File: src/rtl/cpu_defs_pkg.sv
// -----------------------------------------------------------------------------
// cpu_defs : shared CPU definitions
//   Opcode constants, alu_op encodings, default datapath widths and the
//   control-bundle field order.  The control unit, the ID/EX stage and the
//   EX/MEM stage all take the bundle layout from here so the order of the
//   single-bit control flags can only be changed in one place.
// -----------------------------------------------------------------------------
package cpu_defs;

  // Default datapath widths
  localparam int CPU_DATA_W = 32;
  localparam int CPU_REG_AW = 5;
  localparam int ALU_OP_W   = 2;

  // Primary opcodes (instr[31:26])
  localparam logic [5:0] OP_RTYPE = 6'h00;
  localparam logic [5:0] OP_J     = 6'h02;
  localparam logic [5:0] OP_BEQ   = 6'h04;
  localparam logic [5:0] OP_ADDI  = 6'h08;
  localparam logic [5:0] OP_LW    = 6'h23;
  localparam logic [5:0] OP_SW    = 6'h2b;

  // alu_op encodings produced by the control unit
  localparam logic [ALU_OP_W-1:0] ALU_OP_ADD   = 2'b00;
  localparam logic [ALU_OP_W-1:0] ALU_OP_SUB   = 2'b01;
  localparam logic [ALU_OP_W-1:0] ALU_OP_FUNCT = 2'b10;
  localparam logic [ALU_OP_W-1:0] ALU_OP_RSVD  = 2'b11;

  // Single-bit control flags, MSB first; alu_op travels alongside as its
  // own field because its width is a parameter of the stages.
  typedef struct packed {
    logic reg_dst;
    logic branch;
    logic mem_read;
    logic mem_2_reg;
    logic mem_write;
    logic alu_src;
    logic reg_write;
    logic jump;
  } ctrl_flags_t;

  localparam int CTRL_FLAGS_W = $bits(ctrl_flags_t);

  // Force every control flag low unless the slot holds a real instruction.
  function automatic ctrl_flags_t gate_flags(input ctrl_flags_t f, input logic en);
    return en ? f : ctrl_flags_t'({CTRL_FLAGS_W{1'b0}});
  endfunction

endpackage

File: src/rtl/id_ex_pipe_reg_hazard.sv
// -----------------------------------------------------------------------------
// hazard_detect_unit : combinational load-use detector
//   A load sitting in EX whose destination (rt) is a source of the
//   instruction in decode cannot forward in time, so decode must wait one
//   cycle.  Writes to $zero are discarded by the register file and therefore
//   never create a dependency.
// Ports
//   id_valid    in  decode slot holds a real instruction
//   ex_valid    in  EX slot holds a real instruction
//   ex_mem_read in  EX instruction is a load
//   ex_rt       in  EX load destination register
//   id_rs/id_rt in  decode source registers
//   load_use    out hazard present this cycle
// -----------------------------------------------------------------------------
module hazard_detect_unit #(
  parameter int REG_AW = 5
) (
  input  logic              id_valid,
  input  logic              ex_valid,
  input  logic              ex_mem_read,
  input  logic [REG_AW-1:0] ex_rt,
  input  logic [REG_AW-1:0] id_rs,
  input  logic [REG_AW-1:0] id_rt,
  output logic              load_use
);

  // Hazard requires a live load in EX targeting a non-zero register used by decode.
  always_comb begin
    load_use = id_valid & ex_valid & ex_mem_read & (ex_rt != {REG_AW{1'b0}}) &
               ((ex_rt == id_rs) | (ex_rt == id_rt));
  end

endmodule

File: src/rtl/id_ex_pipe_reg.sv
// -----------------------------------------------------------------------------
// id_ex_pipe_reg : ID/EX pipeline register
//   Registers the decoded control bundle, operands and register indices, one
//   cycle of latency.  Inserts a bubble on a load-use hazard, kills the decode
//   instruction on flush and freezes on ex_hold.  Edge priority:
//   flush > ex_hold > load_use > capture.
// Configuration
//   ID_EX_PERF_CNT_EN : when defined, builds saturating bubble/flush counters;
//                       otherwise perf_bubbles/perf_flushes are tied to zero.
// Ports
//   clk, arst                 clock, asynchronous active-high reset
//   id_valid, id_*            decode-slot instruction and its control bundle
//   flush                     kill decode-slot instruction
//   ex_hold                   downstream stall, freeze this stage
//   ex_valid, ex_*            registered copies of id_* (EX slot)
//   id_stall                  combinational upstream hold request
//   perf_bubbles/perf_flushes event counters
// -----------------------------------------------------------------------------
module id_ex_pipe_reg
  import cpu_defs::*;
#(
  parameter int DATA_W   = cpu_defs::CPU_DATA_W,
  parameter int REG_AW   = cpu_defs::CPU_REG_AW,
  parameter int ALU_OP_W = cpu_defs::ALU_OP_W
) (
  input  logic                clk,
  input  logic                arst,
  input  logic                id_valid,
  input  logic [ALU_OP_W-1:0] id_alu_op,
  input  logic                id_reg_dst,
  input  logic                id_branch,
  input  logic                id_mem_read,
  input  logic                id_mem_2_reg,
  input  logic                id_mem_write,
  input  logic                id_alu_src,
  input  logic                id_reg_write,
  input  logic                id_jump,
  input  logic [DATA_W-1:0]   id_pc,
  input  logic [DATA_W-1:0]   id_rs_data,
  input  logic [DATA_W-1:0]   id_rt_data,
  input  logic [DATA_W-1:0]   id_imm,
  input  logic [REG_AW-1:0]   id_rs,
  input  logic [REG_AW-1:0]   id_rt,
  input  logic [REG_AW-1:0]   id_rd,
  input  logic                flush,
  input  logic                ex_hold,
  output logic                ex_valid,
  output logic [ALU_OP_W-1:0] ex_alu_op,
  output logic                ex_reg_dst,
  output logic                ex_branch,
  output logic                ex_mem_read,
  output logic                ex_mem_2_reg,
  output logic                ex_mem_write,
  output logic                ex_alu_src,
  output logic                ex_reg_write,
  output logic                ex_jump,
  output logic [DATA_W-1:0]   ex_pc,
  output logic [DATA_W-1:0]   ex_rs_data,
  output logic [DATA_W-1:0]   ex_rt_data,
  output logic [DATA_W-1:0]   ex_imm,
  output logic [REG_AW-1:0]   ex_rs,
  output logic [REG_AW-1:0]   ex_rt,
  output logic [REG_AW-1:0]   ex_rd,
  output logic                id_stall,
  output logic [31:0]         perf_bubbles,
  output logic [31:0]         perf_flushes
);

  // Operand / index payload; not meaningful while the slot is empty.
  typedef struct packed {
    logic [DATA_W-1:0] pc;
    logic [DATA_W-1:0] rs_data;
    logic [DATA_W-1:0] rt_data;
    logic [DATA_W-1:0] imm;
    logic [REG_AW-1:0] rs;
    logic [REG_AW-1:0] rt;
    logic [REG_AW-1:0] rd;
  } dp_t;

  logic                valid_q, valid_d;
  logic [ALU_OP_W-1:0] alu_op_q, alu_op_d;
  ctrl_flags_t         flags_q, flags_d, id_flags;
  dp_t                 dp_q, dp_d, id_dp;
  logic                load_use;

  assign id_flags = {id_reg_dst, id_branch, id_mem_read, id_mem_2_reg,
                     id_mem_write, id_alu_src, id_reg_write, id_jump};
  assign id_dp    = {id_pc, id_rs_data, id_rt_data, id_imm, id_rs, id_rt, id_rd};

  hazard_detect_unit #(
    .REG_AW (REG_AW)
  ) u_hazard (
    .id_valid    (id_valid),
    .ex_valid    (valid_q),
    .ex_mem_read (flags_q.mem_read),
    .ex_rt       (dp_q.rt),
    .id_rs       (id_rs),
    .id_rt       (id_rt),
    .load_use    (load_use)
  );

  assign id_stall = load_use | ex_hold;

  // Next-state selection in edge-priority order; bubbles keep the stale
  // payload since only valid and the control bits must read as empty.
  always_comb begin
    valid_d  = valid_q;
    alu_op_d = alu_op_q;
    flags_d  = flags_q;
    dp_d     = dp_q;
    if (flush) begin
      valid_d  = 1'b0;
      alu_op_d = {ALU_OP_W{1'b0}};
      flags_d  = gate_flags(flags_q, 1'b0);
    end else if (ex_hold) begin
      valid_d  = valid_q;
    end else if (load_use) begin
      valid_d  = 1'b0;
      alu_op_d = {ALU_OP_W{1'b0}};
      flags_d  = gate_flags(flags_q, 1'b0);
    end else begin
      valid_d  = id_valid;
      alu_op_d = id_valid ? id_alu_op : {ALU_OP_W{1'b0}};
      flags_d  = gate_flags(id_flags, id_valid);
      dp_d     = id_dp;
    end
  end

  // Stage registers; reset empties the slot immediately.
  always_ff @(posedge clk or posedge arst) begin
    if (arst) begin
      valid_q  <= 1'b0;
      alu_op_q <= {ALU_OP_W{1'b0}};
      flags_q  <= gate_flags(flags_q, 1'b0);
      dp_q     <= '0;
    end else begin
      valid_q  <= valid_d;
      alu_op_q <= alu_op_d;
      flags_q  <= flags_d;
      dp_q     <= dp_d;
    end
  end

  assign ex_valid     = valid_q;
  assign ex_alu_op    = alu_op_q;
  assign ex_reg_dst   = flags_q.reg_dst;
  assign ex_branch    = flags_q.branch;
  assign ex_mem_read  = flags_q.mem_read;
  assign ex_mem_2_reg = flags_q.mem_2_reg;
  assign ex_mem_write = flags_q.mem_write;
  assign ex_alu_src   = flags_q.alu_src;
  assign ex_reg_write = flags_q.reg_write;
  assign ex_jump      = flags_q.jump;
  assign ex_pc        = dp_q.pc;
  assign ex_rs_data   = dp_q.rs_data;
  assign ex_rt_data   = dp_q.rt_data;
  assign ex_imm       = dp_q.imm;
  assign ex_rs        = dp_q.rs;
  assign ex_rt        = dp_q.rt;
  assign ex_rd        = dp_q.rd;

`ifdef ID_EX_PERF_CNT_EN
  localparam logic [31:0] CNT_MAX = 32'hFFFF_FFFF;

  logic        bubble_evt, flush_evt;
  logic [31:0] bubbles_q, bubbles_d, flushes_q, flushes_d;

  // A bubble is counted only when load_use actually decides the edge.
  assign bubble_evt = load_use & ~flush & ~ex_hold;
  assign flush_evt  = flush & id_valid;

  // Saturating increments.
  always_comb begin
    bubbles_d = bubbles_q;
    flushes_d = flushes_q;
    if (bubble_evt && (bubbles_q != CNT_MAX)) begin
      bubbles_d = bubbles_q + 32'd1;
    end else begin
      bubbles_d = bubbles_q;
    end
    if (flush_evt && (flushes_q != CNT_MAX)) begin
      flushes_d = flushes_q + 32'd1;
    end else begin
      flushes_d = flushes_q;
    end
  end

  // Counter registers, cleared only by reset.
  always_ff @(posedge clk or posedge arst) begin
    if (arst) begin
      bubbles_q <= 32'd0;
      flushes_q <= 32'd0;
    end else begin
      bubbles_q <= bubbles_d;
      flushes_q <= flushes_d;
    end
  end

  assign perf_bubbles = bubbles_q;
  assign perf_flushes = flushes_q;
`else
  assign perf_bubbles = 32'd0;
  assign perf_flushes = 32'd0;
`endif

endmodule

File: config.mk
export PLATFORM = sky130hd
export DESIGN_NAME = id_ex_pipe_reg
export DESIGN_NICKNAME = d
export VERILOG_FILES = /design/src/rtl/cpu_defs_pkg.sv /design/src/rtl/id_ex_pipe_reg_hazard.sv /design/src/rtl/id_ex_pipe_reg.sv
export SDC_FILE = /design/constraint.sdc
export NUM_CORES = 1
export LEC_CHECK = 0
export ABC_AREA = 1
export BUFFER_PORTS_ARGS = -buffer_cell sky130_fd_sc_hd__buf_2
export CAP_MARGIN = 15
export CORE_AREA = 2 2 147 149
export CTS_CLUSTER_SIZE = 20
export DETAILED_ROUTE_END_ITERATION = 10
export DIE_AREA = 0 0 149 151
export GPL_ROUTABILITY_DRIVEN = 0
export PLACE_DENSITY_LB_ADDON = 0.08
export RECOVER_POWER = 50
export SLEW_MARGIN = 40
export SYNTH_ARGS = -nofsm -noshare
export SYNTH_HDL_FRONTEND = slang
export SYNTH_SLANG_ARGS = --single-unit
File: constraint.sdc
create_clock -name clk -period 11.4 [get_ports clk]
set_input_delay 0.57 -clock clk [delete_from_list [all_inputs] [get_ports clk]]
set_output_delay 0.57 -clock clk [all_outputs]
set_load 0.05 [all_outputs]
==> metrics <==
status=finished, violations left; failing checks=capacitance limit, slew limit; cells on worst reg2reg path=9; hold bufs inserted after CTS=0; period utilization=0.515; Critical Path End Type=asynchronous set/reset pin; yosys warns=0; Avg Inst Size Synth=8.74 um2; crit path to=ex_pc[11]; main area contributors after synthesis=dfrtp_1, nand2_1, nand4_1; vias post-DR=about 6300; port bufs=312; Post-synth EDFFs=0; area leader, netlist=dfrtp_1; PnR worst setup slack=5.53 ns; Die Span X=149 um; Peak Freq=0.170 GHz; nets@finish=1234; TritonCTS Sinks=between 150 and 200; Max Clock Skew=0.00854 ns; Primary FF master, synth=dfrtp_1; final worst path period need=between 5 and 6 ns; Peak supply drop=roughly 0.095 mV; Compound-Gate Fraction of Synth Area=0; CTS Root Cell=clkbuf_16; async set-reset flop share out of synthesis=1.00; combinational family with the most area after synthesis=simple AND/OR/NAND/NOR gates; # rows=53; CTS buffer count=17; total die area=22500 um2; Hold Slack=0.395 ns; XOR/XNOR Fraction of Synth Area=0.00249; I/O pins=approximately 380; DRC=0; H-Tree Depth=4; postcts setup bufs=0; R2R setup slack=8.67 ns; worst setup path start=arst; Core Util, Final=0.432; WL final=22000 um; pre-CTS WS=7.94 ns; Max Root-Sink Buffers=2; leakage=5.01 nW; final hold vios=0; Cell variety after synth=15; Remaining Overflow, GRT=0; Worst-Skew Late Latency=0.42 ns; crit-path max FO=89; layout cells sized above 1=0.258; Placed Area=8450 um2; count leader, synth=nand2_1; Setup crit start kind=primary input; final-layout fill cell count=about 2200; post-synthesis share of cell area spent on and, or, nand and nor gates=0.324; worst hold path class=in -> reg; Wirelength per Cell=between 15 and 20 um; most instantiated cells after synthesis=nand2_1, nand4_1, dfrtp_1; sequential area share after synthesis=0.548; final instance area=between 8000 and 9000 um2; max-slew violation count=157; initial DRC count=336; Initial Utilization=0.338; hold depth=3; vias in the first global route=5855; pin count of the biggest net entering global routing=90; CTS tree=done; #FFs+latches synth=154; PD cells=194 nW/um2; Crit path required time=11.12 ns; worst r2r dst=ex_rt_data[14]; Final Power=1.75 mW; maxcap violations=2; initial antenna violation count=1; first-pass GRT wire length=33500 um; Final TNS setup=0 ns; total core area=~21000 um2; Routed Antenna Nets=0; mux contribution to synthesized area=0; Final Non-Filler Cells=approximately 1400; TritonRoute pass-1 iters=4; chip height=151 um; Synth Instances=805; top-area cell type share of the netlist area=0.548; RSZ-0062 raised after global routing=false; adder-cell area share of the yosys netlist=0; Via density=4.62; Slew headroom=-1.71; GRT Total Usage=0.191; r2r startpoint=ex_rt[1]; worst-margin pin slew=4.04 ns; Clk pin slew, worst setup/hold paths=about 0.07 ns; Inst Count DP=1331; Syn Std Cell Area=7040 um2; Crit Path Class=in -> async; data arrival time of the worst path=5.59 ns; final setup fails=0; layout overhead on the synthesized area=27.8%; PostCTS Resize Cnt=0; post-detailed-placement half-perimeter wirelength=roughly 14000 um
[final cells by class]
class                      count  area, um2  area share
clock inverter                12        189      0.0210
sequential                   154       3850       0.428
inverter                      17       72.6     0.00807
timing repair buffer         319       1540       0.171
multi-input combinational    567       2560       0.284
clock buffer                  20        437      0.0485
antenna                        2       5.00    0.000556
tap                          275        344      0.0383
[routing by layer]
layer	track usage	part of all wire
met5	0	0.00059
met4	0.0629	0.013
met3	0.0599	0.080
met2	0.293	0.47
met1	0.257	0.44
[power breakdown]
group	switching (mW)	total, mW	internal (mW)
Combinational	0.403	0.493	0.0896
Clock	0.236	0.607	0.371
Sequential	0.0381	0.650	0.612
Total	0.677	1.75	1.07
[how the worst min path moves through the flow]
stage,startpoint,to,slack (ns)
after global routing,id_mem_write,ex_mem_write,0.37
after detailed placement,ex_imm[24],ex_imm[24],0.45
after floorplan,id_alu_src,ex_alu_src,0.71
after CTS,arst,ex_rt_data[0],0.26
final,id_mem_write,ex_mem_write,0.39
after global placement,ex_rt_data[8],ex_rt_data[8],0.45
[placed cells by master (no fill, tap or decap), types with 2 or more instances in the layout]
cell and instances:
inv_2 4, clkinvlp_4 3, clkbuf_1 81, conb_1 64, nor2_2 2, bufinv_16 4
inv_6 4, buf_4 2, buf_6 3, dfrtp_1 154, nor2_1 9, xnor2_1 2
clkbuf_16 17, nand3_1 3, nand4_1 155, nand2_1 330, inv_1 10, diode_2 2
buf_2 235
[critical path: stages]
cell,delay [ns]
buf_2,0.10
clkinvlp_2,2.24
clkbuf_1,2.63
[logic make-up after synthesis]
| group | count (synthesis) |
|---|---|
| and+or+nand+nor | 501 |
| DFF | 154 |
| buffers and inverters | 147 |
| xor gates and xnor gates | 2 |
| other | 1 |
No activity file was read; power rests on OpenSTA's default activity.
